===== config.mk =====
export PLATFORM = sky130hd
export DESIGN_NAME = mem_arbiter_flat
export DESIGN_NICKNAME = d
export VERILOG_FILES = /design/src/rtl/mem_arbiter_if.sv /design/src/rtl/mem_arbiter.sv /design/src/flat_wrapper.sv
export SDC_FILE = /design/constraint.sdc
export NUM_CORES = 1
export LEC_CHECK = 0
export CAP_MARGIN = 20
export CORE_UTILIZATION = 30
export DETAILED_ROUTE_END_ITERATION = 7
export GPL_TIMING_DRIVEN = 1
export PLACE_DENSITY_LB_ADDON = 0.12
export SKIP_LAST_GASP = 1
export SLEW_MARGIN = 20
export SYNTH_ARGS = -nofsm -noshare
export SYNTH_HDL_FRONTEND = slang
export SYNTH_SLANG_ARGS = --single-unit

===== constraint.sdc =====
create_clock -name clk -period 3.1 [get_ports clk]
set_clock_uncertainty 0.15 [all_clocks]
set_input_delay 0.465 -clock clk [delete_from_list [all_inputs] [get_ports clk]]
set_output_delay 0.465 -clock clk [all_outputs]
set_load 0.01 [all_outputs]

===== src/rtl/mem_arbiter_if.sv =====
// rtl/mem_arbiter_if.sv - Bundle of requester and physical-memory signals for mem_arbiter
//
// Purpose: groups the instruction port, data port and physical memory port of
//          the arbiter into one interface.
// Modports:
//   slave  - arbiter view: requests and pmem completion in; responses and pmem command out.
//   master - environment view: drives requests and pmem completion, observes the rest.
// Signals:
//   instr_read, instr_mem_address[31:0]                    fetch request
//   instr_mem_resp, instr_mem_rdata[31:0]                  fetch completion
//   data_read, data_write, data_mbe[3:0],
//   data_mem_address[31:0], data_mem_wdata[31:0]           data request
//   data_mem_resp, data_mem_rdata[31:0]                    data completion
//   pmem_read, pmem_write, pmem_address[31:0],
//   pmem_wdata[63:0], pmem_byte_en[7:0]                    physical memory command
//   pmem_resp, pmem_rdata[63:0]                            physical memory completion
interface mem_arbiter_if;
    logic        instr_read;
    logic [31:0] instr_mem_address;
    logic        instr_mem_resp;
    logic [31:0] instr_mem_rdata;

    logic        data_read;
    logic        data_write;
    logic [3:0]  data_mbe;
    logic [31:0] data_mem_address;
    logic [31:0] data_mem_wdata;
    logic        data_mem_resp;
    logic [31:0] data_mem_rdata;

    logic        pmem_read;
    logic        pmem_write;
    logic [31:0] pmem_address;
    logic [63:0] pmem_wdata;
    logic [7:0]  pmem_byte_en;
    logic        pmem_resp;
    logic [63:0] pmem_rdata;

    modport slave (
        input  instr_read, instr_mem_address,
        output instr_mem_resp, instr_mem_rdata,
        input  data_read, data_write, data_mbe, data_mem_address, data_mem_wdata,
        output data_mem_resp, data_mem_rdata,
        output pmem_read, pmem_write, pmem_address, pmem_wdata, pmem_byte_en,
        input  pmem_resp, pmem_rdata
    );

    modport master (
        output instr_read, instr_mem_address,
        input  instr_mem_resp, instr_mem_rdata,
        output data_read, data_write, data_mbe, data_mem_address, data_mem_wdata,
        input  data_mem_resp, data_mem_rdata,
        input  pmem_read, pmem_write, pmem_address, pmem_wdata, pmem_byte_en,
        output pmem_resp, pmem_rdata
    );
endinterface


===== src/rtl/mem_arbiter.sv =====
// rtl/mem_arbiter.sv - Two-port (fetch/data) arbiter onto a 64-bit physical memory
//
// Purpose: serves one 32-bit fetch port and one 32-bit data port from a single
//          64-bit physical memory, one access at a time. All outputs are registered.
// Ports:
//   clk  - clock, rising edge
//   rst  - asynchronous active-low reset
//   bus  - mem_arbiter_if.slave (requester ports and pmem port)
// Configuration:
//   MEM_ARBITER_ROUND_ROBIN_EN - defined: ties alternate between ports (first tie
//                                after reset goes to data); undefined: data always
//                                wins a tie.
module mem_arbiter (
    input  logic         clk,
    input  logic         rst,
    mem_arbiter_if.slave bus
);

    typedef enum logic [2:0] {
        IDLE   = 3'd0,
        BUSY_I = 3'd1,
        BUSY_D = 3'd2,
        DONE_I = 3'd3,
        DONE_D = 3'd4
    } state_t;

    state_t      state_q;
    logic        pmem_read_q;
    logic        pmem_write_q;
    logic [31:0] pmem_address_q;
    logic [63:0] pmem_wdata_q;
    logic [7:0]  pmem_byte_en_q;
    logic        hi_q;            // selects the 32-bit half of the returned line
    logic        instr_resp_q;
    logic        data_resp_q;
    logic [31:0] instr_rdata_q;
    logic [31:0] data_rdata_q;

    logic        data_req;
    logic        grant_data_d;
    logic        grant_any_d;
    logic        cmd_write_d;
    logic [31:0] cmd_addr_d;
    logic [63:0] cmd_wdata_d;
    logic [7:0]  cmd_byte_en_d;
    logic [31:0] rdata_half_d;

    assign data_req = bus.data_read | bus.data_write;

`ifdef MEM_ARBITER_ROUND_ROBIN_EN
    logic last_data_q;            // 1 when the most recent grant went to the data port
    assign grant_data_d = data_req & ~(bus.instr_read & last_data_q);
`else
    assign grant_data_d = data_req;
`endif

    assign grant_any_d = data_req | bus.instr_read;
    // A simultaneous read+write on the data port is a write.
    assign cmd_write_d = grant_data_d & bus.data_write;
    assign cmd_addr_d  = grant_data_d ? bus.data_mem_address : bus.instr_mem_address;
    assign cmd_wdata_d = cmd_write_d ? {bus.data_mem_wdata, bus.data_mem_wdata} : 64'h0;

    always_comb begin
        cmd_byte_en_d = 8'h00;
        if (cmd_write_d) begin
            cmd_byte_en_d = cmd_addr_d[2] ? {bus.data_mbe, 4'h0} : {4'h0, bus.data_mbe};
        end
    end

    assign rdata_half_d = hi_q ? bus.pmem_rdata[63:32] : bus.pmem_rdata[31:0];

    always_ff @(posedge clk or negedge rst) begin
        if (!rst) begin
            state_q        <= IDLE;
            pmem_read_q    <= 1'b0;
            pmem_write_q   <= 1'b0;
            pmem_address_q <= 32'h0;
            pmem_wdata_q   <= 64'h0;
            pmem_byte_en_q <= 8'h00;
            hi_q           <= 1'b0;
            instr_resp_q   <= 1'b0;
            data_resp_q    <= 1'b0;
            instr_rdata_q  <= 32'h0;
            data_rdata_q   <= 32'h0;
`ifdef MEM_ARBITER_ROUND_ROBIN_EN
            last_data_q    <= 1'b0;
`endif
        end else begin
            // Response strobes are single-cycle; they are re-asserted only on a completion edge.
            instr_resp_q <= 1'b0;
            data_resp_q  <= 1'b0;
            case (state_q)
                IDLE: begin
                    if (grant_any_d) begin
                        state_q        <= grant_data_d ? BUSY_D : BUSY_I;
                        pmem_read_q    <= ~cmd_write_d;
                        pmem_write_q   <= cmd_write_d;
                        pmem_address_q <= cmd_addr_d & ~32'h7;
                        pmem_wdata_q   <= cmd_wdata_d;
                        pmem_byte_en_q <= cmd_byte_en_d;
                        hi_q           <= cmd_addr_d[2];
`ifdef MEM_ARBITER_ROUND_ROBIN_EN
                        last_data_q    <= grant_data_d;
`endif
                    end
                end
                BUSY_I, BUSY_D: begin
                    // Command stays stable here; requester inputs are not looked at.
                    if (bus.pmem_resp) begin
                        pmem_read_q  <= 1'b0;
                        pmem_write_q <= 1'b0;
                        if (state_q == BUSY_I) begin
                            instr_rdata_q <= rdata_half_d;
                            instr_resp_q  <= 1'b1;
                            state_q       <= DONE_I;
                        end else begin
                            data_rdata_q  <= rdata_half_d;
                            data_resp_q   <= 1'b1;
                            state_q       <= DONE_D;
                        end
                    end
                end
                DONE_I, DONE_D: begin
                    state_q <= IDLE;
                end
                default: begin
                    state_q <= IDLE;
                end
            endcase
        end
    end

    assign bus.pmem_read       = pmem_read_q;
    assign bus.pmem_write      = pmem_write_q;
    assign bus.pmem_address    = pmem_address_q;
    assign bus.pmem_wdata      = pmem_wdata_q;
    assign bus.pmem_byte_en    = pmem_byte_en_q;
    assign bus.instr_mem_resp  = instr_resp_q;
    assign bus.instr_mem_rdata = instr_rdata_q;
    assign bus.data_mem_resp   = data_resp_q;
    assign bus.data_mem_rdata  = data_rdata_q;

endmodule


===== src/flat_wrapper.sv =====
// flat-port wrapper written by rule: the top's interface ports become plain ports
module mem_arbiter_flat 
  (clk, rst, bus_instr_read, bus_instr_mem_address, bus_instr_mem_resp, bus_instr_mem_rdata, bus_data_read, bus_data_write, bus_data_mbe, bus_data_mem_address, bus_data_mem_wdata, bus_data_mem_resp, bus_data_mem_rdata, bus_pmem_read, bus_pmem_write, bus_pmem_address, bus_pmem_wdata, bus_pmem_byte_en, bus_pmem_resp, bus_pmem_rdata);
  mem_arbiter_if bus_i ();
  input  logic clk;
  input  logic rst;
  input wire logic [$bits(bus_i.instr_read)-1:0] bus_instr_read;
  input wire logic [$bits(bus_i.instr_mem_address)-1:0] bus_instr_mem_address;
  output wire logic [$bits(bus_i.instr_mem_resp)-1:0] bus_instr_mem_resp;
  output wire logic [$bits(bus_i.instr_mem_rdata)-1:0] bus_instr_mem_rdata;
  input wire logic [$bits(bus_i.data_read)-1:0] bus_data_read;
  input wire logic [$bits(bus_i.data_write)-1:0] bus_data_write;
  input wire logic [$bits(bus_i.data_mbe)-1:0] bus_data_mbe;
  input wire logic [$bits(bus_i.data_mem_address)-1:0] bus_data_mem_address;
  input wire logic [$bits(bus_i.data_mem_wdata)-1:0] bus_data_mem_wdata;
  output wire logic [$bits(bus_i.data_mem_resp)-1:0] bus_data_mem_resp;
  output wire logic [$bits(bus_i.data_mem_rdata)-1:0] bus_data_mem_rdata;
  output wire logic [$bits(bus_i.pmem_read)-1:0] bus_pmem_read;
  output wire logic [$bits(bus_i.pmem_write)-1:0] bus_pmem_write;
  output wire logic [$bits(bus_i.pmem_address)-1:0] bus_pmem_address;
  output wire logic [$bits(bus_i.pmem_wdata)-1:0] bus_pmem_wdata;
  output wire logic [$bits(bus_i.pmem_byte_en)-1:0] bus_pmem_byte_en;
  input wire logic [$bits(bus_i.pmem_resp)-1:0] bus_pmem_resp;
  input wire logic [$bits(bus_i.pmem_rdata)-1:0] bus_pmem_rdata;
  assign bus_i.instr_read = bus_instr_read;
  assign bus_i.instr_mem_address = bus_instr_mem_address;
  assign bus_instr_mem_resp = bus_i.instr_mem_resp;
  assign bus_instr_mem_rdata = bus_i.instr_mem_rdata;
  assign bus_i.data_read = bus_data_read;
  assign bus_i.data_write = bus_data_write;
  assign bus_i.data_mbe = bus_data_mbe;
  assign bus_i.data_mem_address = bus_data_mem_address;
  assign bus_i.data_mem_wdata = bus_data_mem_wdata;
  assign bus_data_mem_resp = bus_i.data_mem_resp;
  assign bus_data_mem_rdata = bus_i.data_mem_rdata;
  assign bus_pmem_read = bus_i.pmem_read;
  assign bus_pmem_write = bus_i.pmem_write;
  assign bus_pmem_address = bus_i.pmem_address;
  assign bus_pmem_wdata = bus_i.pmem_wdata;
  assign bus_pmem_byte_en = bus_i.pmem_byte_en;
  assign bus_i.pmem_resp = bus_pmem_resp;
  assign bus_i.pmem_rdata = bus_pmem_rdata;
  mem_arbiter u_core (.clk(clk), .rst(rst), .bus(bus_i));
endmodule

Word-level counts from Yosys, hierarchy flattened --
Cells that the tools add are included.
Storage, ports and cells: bits in registers 173, bits of input ports 170, output and inout port bits 172
Cells by class: eq/ne operators 4, muxes and demuxes 21, bitwise logic cells 5, reductions and logical operators 8
Operator list (count):
- $mux 32 | 2
- $mux 64 | 1
- $mux 8 | 2
- $mux 1 | 9
- $mux 3 | 3
- $reduce_and 3->1 | 3
- $pmux 3 s2 | 1
- $pmux 1 s2 | 2
- $reduce_and 2->1 | 2
- $eq 3x1->1 const B | 1
- $eq 3x2->1 const B | 1
- $logic_not 3->1 | 1
- $mux 2 | 1
- $ne 2x1->1 const B | 1
- $ne 2x2->1 const B | 1
- $not 1->1 | 2
- $or 1x1->1 | 2
- $reduce_bool 2->1 | 1
- $reduce_or 2->1 | 1
- $and 1x1->1 | 1

Longest topological paths before layout --
Gate-level depths: netlist of run 1.
depth after elaboration 5, mapped depth 6, gate-level depth less buffers 3

Least setup slack after synthesis of run 1 --
OpenSTA, ideal clock, no wires.
path type input -> register, from input port bus_data_write, to register u_core.pmem_address_q[10], in the netlist u_core.bus.pmem_address[10], library setup time 0.127 ns, arrival 1.716 ns, setup slack 1.106 ns, stages 5, buffers on the path 2, cells stage by stage buf_4 -> nor2_4 -> clkbuf_1 -> mux2_2 -> mux2_1
On the way: longest elaborated chain between the ends 3, elaborated cells between the ends (all ways) 4
Ends and longest elaborated chain:
- from (decl) | RTL line flat_wrapper.sv:12 | input wire logic [$bits(bus_i.data_write)-1:0] bus_data_write;
- $or 1x1->1 * | RTL line mem_arbiter.sv:48 | assign data_req = bus.data_read | bus.data_write;
- $or 1x1->1 | RTL line mem_arbiter.sv:57 | assign grant_any_d = data_req | bus.instr_read;
- $reduce_and 2->1 (no line)
- to (signal assigned) | RTL line mem_arbiter.sv:98 | pmem_address_q <= cmd_addr_d & ~32'h7;
- to (decl) | RTL line mem_arbiter.sv:30 | logic [31:0] pmem_address_q;
Every way passes the cells marked *; elsewhere a longest branch is shown, timed or not. A chain may end at the register's enable or synchronous reset.

Final worst setup path of run 1 --
from input port bus_data_read, to register u_core.pmem_address_q[8], in the netlist u_core.bus.pmem_address[8]
On the way: longest elaborated chain between the ends 3, elaborated cells between the ends (all ways) 4
Ends and longest elaborated chain:
- from (decl) | RTL line flat_wrapper.sv:11 | input wire logic [$bits(bus_i.data_read)-1:0] bus_data_read;
- $or 1x1->1 * | RTL line mem_arbiter.sv:48
- $or 1x1->1 | RTL line mem_arbiter.sv:57
- $reduce_and 2->1 (no line)
Marks and branches as above.

==> flow_summary.ini, run 1 <==
[global_route]
grt_overflow_total = 0
grt_pass1_wl_um = 28400
grt_pass1_vias = 5199
grt_max_degree = 71
grt_use_total = 0.171
grt_antenna_before_repair = 1

[clocking]
ctsHoldBuffers = 1
clk_latency_ps = 410
htreeDepth = 4
cts_tree = done
cts_resized = 0
numCtsBuffers = 17
cts_num_sinks = 141
cts-root-buf = clkbuf_16
cts.clk_slew.worst_paths_ps = 60
cts_setup_buffers = 0
clk_path_buf_depth = 2

[cells_and_area]
final_common_cell = clkdlybuf4s50_1
antenna_cells = 0
n_fill_cell = 1848
finish.net_count = 1036
layout_common_cells = clkdlybuf4s50_1 (333), dfrtp_1 (140), a21oi_1 (65)
seqCellArea_um2 = 3530
syn2layout_area_growth_pct = 63.8
multi_input_area_um2 = 2160
final_cells = 1149
drive_gt1_frac = 0.0899

[floorplan]
die_x_um = 147
core_um2 = 20400
placementRows = 52
io_pins = 342
die_area_um2 = 21500
initial_core_util = 0.309
die_height_um = 147

[critical_path]
arrival_ps = 2200
cp-end-kind = flip-flop
path_max_fanout = 31
worstPathCellList = clkdlybuf4s50_1 -> nor2_4 -> buf_4 -> mux2_2 -> mux2_1
required_ps = 3240
crit_type = in2reg
startpoint_type = input port
slowest_stage = clkdlybuf4s50_1
cp_slowest_stage_delay_ps = 530

[sta]
min_period_ps = 2060
finalCritPeriodShare = 0.663
finalHoldViolCount = 0
fmax_ghz = 0.486
setup_viol = 0
relSlewSlack = 0.324
worst_slew_pin_slew_ps = 1010
slew_violations = 0
holdWs_ps = 332
rsz0062_at_grt = false
fin_tns_setup_ps = 0

[synthesis]
synth_top_area_frac = 0.562
synth_area_leaders = dfrtp_1 (56%), mux2_2 (5.7%), a21oi_1 (5.2%)
yosysTopAreaCell = dfrtp_1
ys_ff_latch = 141
syn_area_um2 = 6280
yosys_warnings = 0
seq_area_frac_synth = 0.562
synth.avg_cell_area_um2 = 10.9
syn_inst = 576
synthDistinctLibCells = 30
async_flop_share = 1.00
synth_edf_count = 0
ys.flop_type = dfrtp_1

[placed_design]
numPlacedInstances = 1116
port_buffers = 334
dp_hpwl_um = 13300
gp_congestion = 0.803

[route]
routed_wl_um = 18200
viasPerCell = 4.57
drc = 0
first_iter_violations = 148
vias = 5253
wire_per_inst_um = 15.8
route.antenna.remaining_nets = 0
dr.pass1.iters = 4

[power_and_ir_drop]
p_leak_nw = 4.25
powerDensity_nw_per_um2 = 976
peakVddDrop_v = 0.000355
power_w = 0.0100

[flow_run]
maxCapViolCount = 0

[outcome]
outcome = completed

[hold_path]
hp-class = reg2reg
## critical path, delay by kind of cell
family	cells	cell delay, ps
AND/OR/NAND/NOR	1	120
multiplexers	2	690
buffers and inverters	2	910
## synthesized netlist by cell type (2+ instances only)
library cell  instances
dfrtp_1             141
a21oi_1              65
nor2_1               64
o21ai_1              42
inv_1                40
buf_4                37
mux2_2               32
mux2i_1              32
nand3_1              32
mux2_1               28
buf_2                21
clkbuf_1             14
nand4_1               4
nand4b_1              4
buf_6                 3
nor4bb_1              2
o311ai_0              2
## registers in the layout, indices dropped and copies added (netlist names)
| name | cells |
|---|---|
| u_core.bus.data_mem_rdata | 32 |
| u_core.bus.pmem_write | 1 |
| u_core.bus.pmem_wdata | 32 |
| u_core.bus.instr_mem_rdata | 32 |
| u_core.bus.pmem_address | 29 |
| u_core.bus.pmem_byte_en | 8 |
| u_core.bus.pmem_read | 1 |
| u_core.bus.instr_mem_resp | 1 |
| u_core.hi_q | 1 |
| u_core.bus.data_mem_resp | 1 |
| u_core.state_q | 3 |
## cells by family after synthesis
family / synth area share
compound gates: 0.0920
buf+inv: 0.0986
flops: 0.562
mux: 0.159
other cells: 0.000597
simple gates: 0.0888
## layer usage
| metal | vias to the layer above | part of all wire | global-route usage |
|---|---|---|---|
| met1 | 2493 | 0.39 | 0.191 |
| met5 | - | 0.00071 | 0 |
| met3 | 31 | 0.068 | 0.0512 |
| li1 | 2510 | - | - |
| met2 | 217 | 0.52 | 0.300 |
| met4 | 2 | 0.026 | 0.0740 |
## stage by stage
step                utilization  setup WS [ps]  cell area (um^2)
detailed placement        0.473            621              9630
global route              0.505            956             10300
finish                    0.505           1040             10300
floorplan                     -           1110              6290
global placement          0.473            630              9630
CTS                       0.505           1060             10300
## power breakdown
part / switching, W / total (W) / internal (W)
combinational: 0.00192 / 0.00448 / 0.00256
sequential: 0.000624 / 0.00332 / 0.00269
clock: 0.000792 / 0.00225 / 0.00145
total: 0.00334 / 0.0100 / 0.00671
## final timing paths
path / start / endpoint / slack [ps] / cells after the start
worst max-delay path: bus_data_read / u_core.bus.pmem_address[8]$_DFFE_PN0P_ / 1040 / 5
worst min-delay path: u_core.bus.pmem_address[31]$_DFFE_PN0P_ / u_core.bus.pmem_address[31]$_DFFE_PN0P_ / 330 / 1
worst max register to register: u_core.state_q[0]$_DFFE_PN0P_ / u_core.bus.pmem_address[17]$_DFFE_PN0P_ / 1230 / 4
worst min register to register: u_core.bus.pmem_address[31]$_DFFE_PN0P_ / u_core.bus.pmem_address[31]$_DFFE_PN0P_ / 330 / 1
max in group asynchronous: rst / u_core.hi_q$_DFFE_PN0P_ / 1590 / 3
min in group asynchronous: rst / u_core.bus.data_mem_rdata[10]$_DFFE_PN0P_ / 460 / 2
## area by class of cell
cell class	instances	share of cell area
Tap cell	270	0.0328
Timing Repair Buffer	344	0.336
Sequential cell	141	0.343
Multi-Input combinational cell	322	0.210
Clock inverter	13	0.0207
Clock buffer	19	0.0430
Inverter	40	0.0146
Power figures use the tool's default switching activity.
==> run 2: changes to the inputs <==
- clock period: 3.1 -> 2.1 ns (I/O delays scaled with it)
==> flow_summary.ini, run 2 (synthesized netlist as in run 1, its figures left out) <==
[outcome]
outcome = completed

[critical_path]
path_buf_inv = 1
slowest_stage = clkdlybuf4s50_1
arrival_ps = 1360
endpoint = bus_pmem_wdata[14]
rr_startpoint = u_core.state_q[2]$_DFFE_PN0P_
path_max_fanout = 3
required_ps = 1630
cp_slowest_stage_delay_ps = 550
crit_type = reg2out
r2r_end = u_core.bus.pmem_wdata[56]$_DFFE_PN0P_
cp-end-kind = output pin
critical-path-top-delay-family = buffers and inverters
crit_start = u_core.bus.pmem_wdata[46]$_DFFE_PN0P_
cp.depth = 1
ff2ff_setup_slack_ps = 300
worstPathCellList = clkdlybuf4s50_1
startpoint_type = flip-flop
rr_worst_depth = 5

[sta]
rsz0062_at_grt = false
finalHoldViolCount = 0
finalCritPeriodShare = 0.869
setup_viol = 0
worst_slew_pin_slew_ps = 551
slew_violations = 0
fmax_ghz = 0.548
relSlewSlack = 0.633
min_period_ps = 1820

[power_and_ir_drop]
internal_power_w = 0.00941
switching_power_w = 0.00500
seqPwrFrac = 0.333
swShare = 0.347
clock_power_share = 0.193
p_leak_nw = 4.28
powerDensity_nw_per_um2 = 1390
combinationalPowerShare = 0.475
peakVddDrop_v = 0.000568
power_w = 0.0144

[clocking]
ctsHoldBuffers = 1
clk_latency_ps = 410
numCtsBuffers = 17
cts_num_sinks = 141
cts-root-buf = clkbuf_16
cts.clk_slew.worst_paths_ps = 60
cts_resized = 0
clk_path_buf_depth = 2
htreeDepth = 4
cts_setup_buffers = 0
cts_tree = done

[flow_run]
maxCapViolCount = 0

[placed_design]
numPlacedInstances = 1130
gp_congestion = 0.824
port_buffers = 334
dp_hpwl_um = 13900

[route]
vias = 5289
wire_per_inst_um = 15.9
drc = 0
route.antenna.remaining_nets = 0
dr.pass1.iters = 4
routed_wl_um = 18500
first_iter_violations = 204
viasPerCell = 4.55

[global_route]
grt_pass1_wl_um = 29700
grt_pass1_vias = 5409
grt_max_degree = 66
grt_use_total = 0.178
grt_antenna_before_repair = 0
grt_overflow_total = 0

[floorplan]
die_area_um2 = 21500
core_um2 = 20400
initial_core_util = 0.309
io_pins = 342
die_height_um = 147
die_x_um = 147
placementRows = 52

[cells_and_area]
drive_gt1_frac = 0.105
final_cells = 1163
syn2layout_area_growth_pct = 64.6
layout_common_cells = clkdlybuf4s50_1 (333), dfrtp_1 (140), a21oi_1 (65)
post-route-util = 0.508
final_common_cell = clkdlybuf4s50_1
finish.net_count = 1050
antenna_cells = 0

[hold_path]
hp-class = in2async
## run 2: how the worst min path moves through the flow
stage               startpoint                                    endpoint  depth (start not counted)
finish                     rst  u_core.bus.instr_mem_rdata[10]$_DFFE_PN0P_                          2
global route               rst  u_core.bus.instr_mem_rdata[10]$_DFFE_PN0P_                          2
global placement           rst  u_core.bus.instr_mem_rdata[10]$_DFFE_PN0P_                          1
detailed placement         rst       u_core.bus.pmem_wdata[59]$_DFFE_PN0P_                          1
floorplan                  rst    u_core.bus.data_mem_rdata[0]$_DFFE_PN0P_                          0
CTS                        rst       u_core.bus.pmem_wdata[59]$_DFFE_PN0P_                          2
## run 2: stage by stage
stage	setup slack, ps	hold WS (ps)	cell area, um^2	TNS, ps
3_3_place_gp	-58.2	116	9780	-1660
6_report	275	242	10300	0
4_1_cts	220	236	10300	0
5_1_grt	116	255	10300	0
2_1_floorplan	256	-131	6290	0
3_5_place_dp	-83.8	123	9780	-2640
## run 2: power groups by stage
stage	sequential (W)	clock [W]	combinational, W
5_1_grt	0.00497	0.00301	0.00739
3_3_place_gp	0.00479	0	0.00686
4_1_cts	0.00481	0.00288	0.00697
3_5_place_dp	0.00484	0	0.00695
2_1_floorplan	0.00524	0	0.00276
6_report	0.00480	0.00278	0.00684
## run 2: layer usage
layer	up-vias	GRT usage	wire length, um
li1	2524	-	-
met1	2541	0.202	7270
met2	197	0.312	9640
met3	27	0.0534	1130
met4	0	0.0703	476
met5	-	0	0
## run 2: layout make-up
class,instances,area (um^2)
tap,270,338
sequential,141,3530
fill,1832,10000
inverter,40,150
timing repair buffer,358,3610
clock buffer,18,439
multi-input combinational,322,2160
clock inverter,14,111
==> run 3: changes to the inputs <==
- CORE_MARGIN: default -> 1
==> results of run 3 <==
No change in the layout: final DEF, timing and power equal those of run 2.
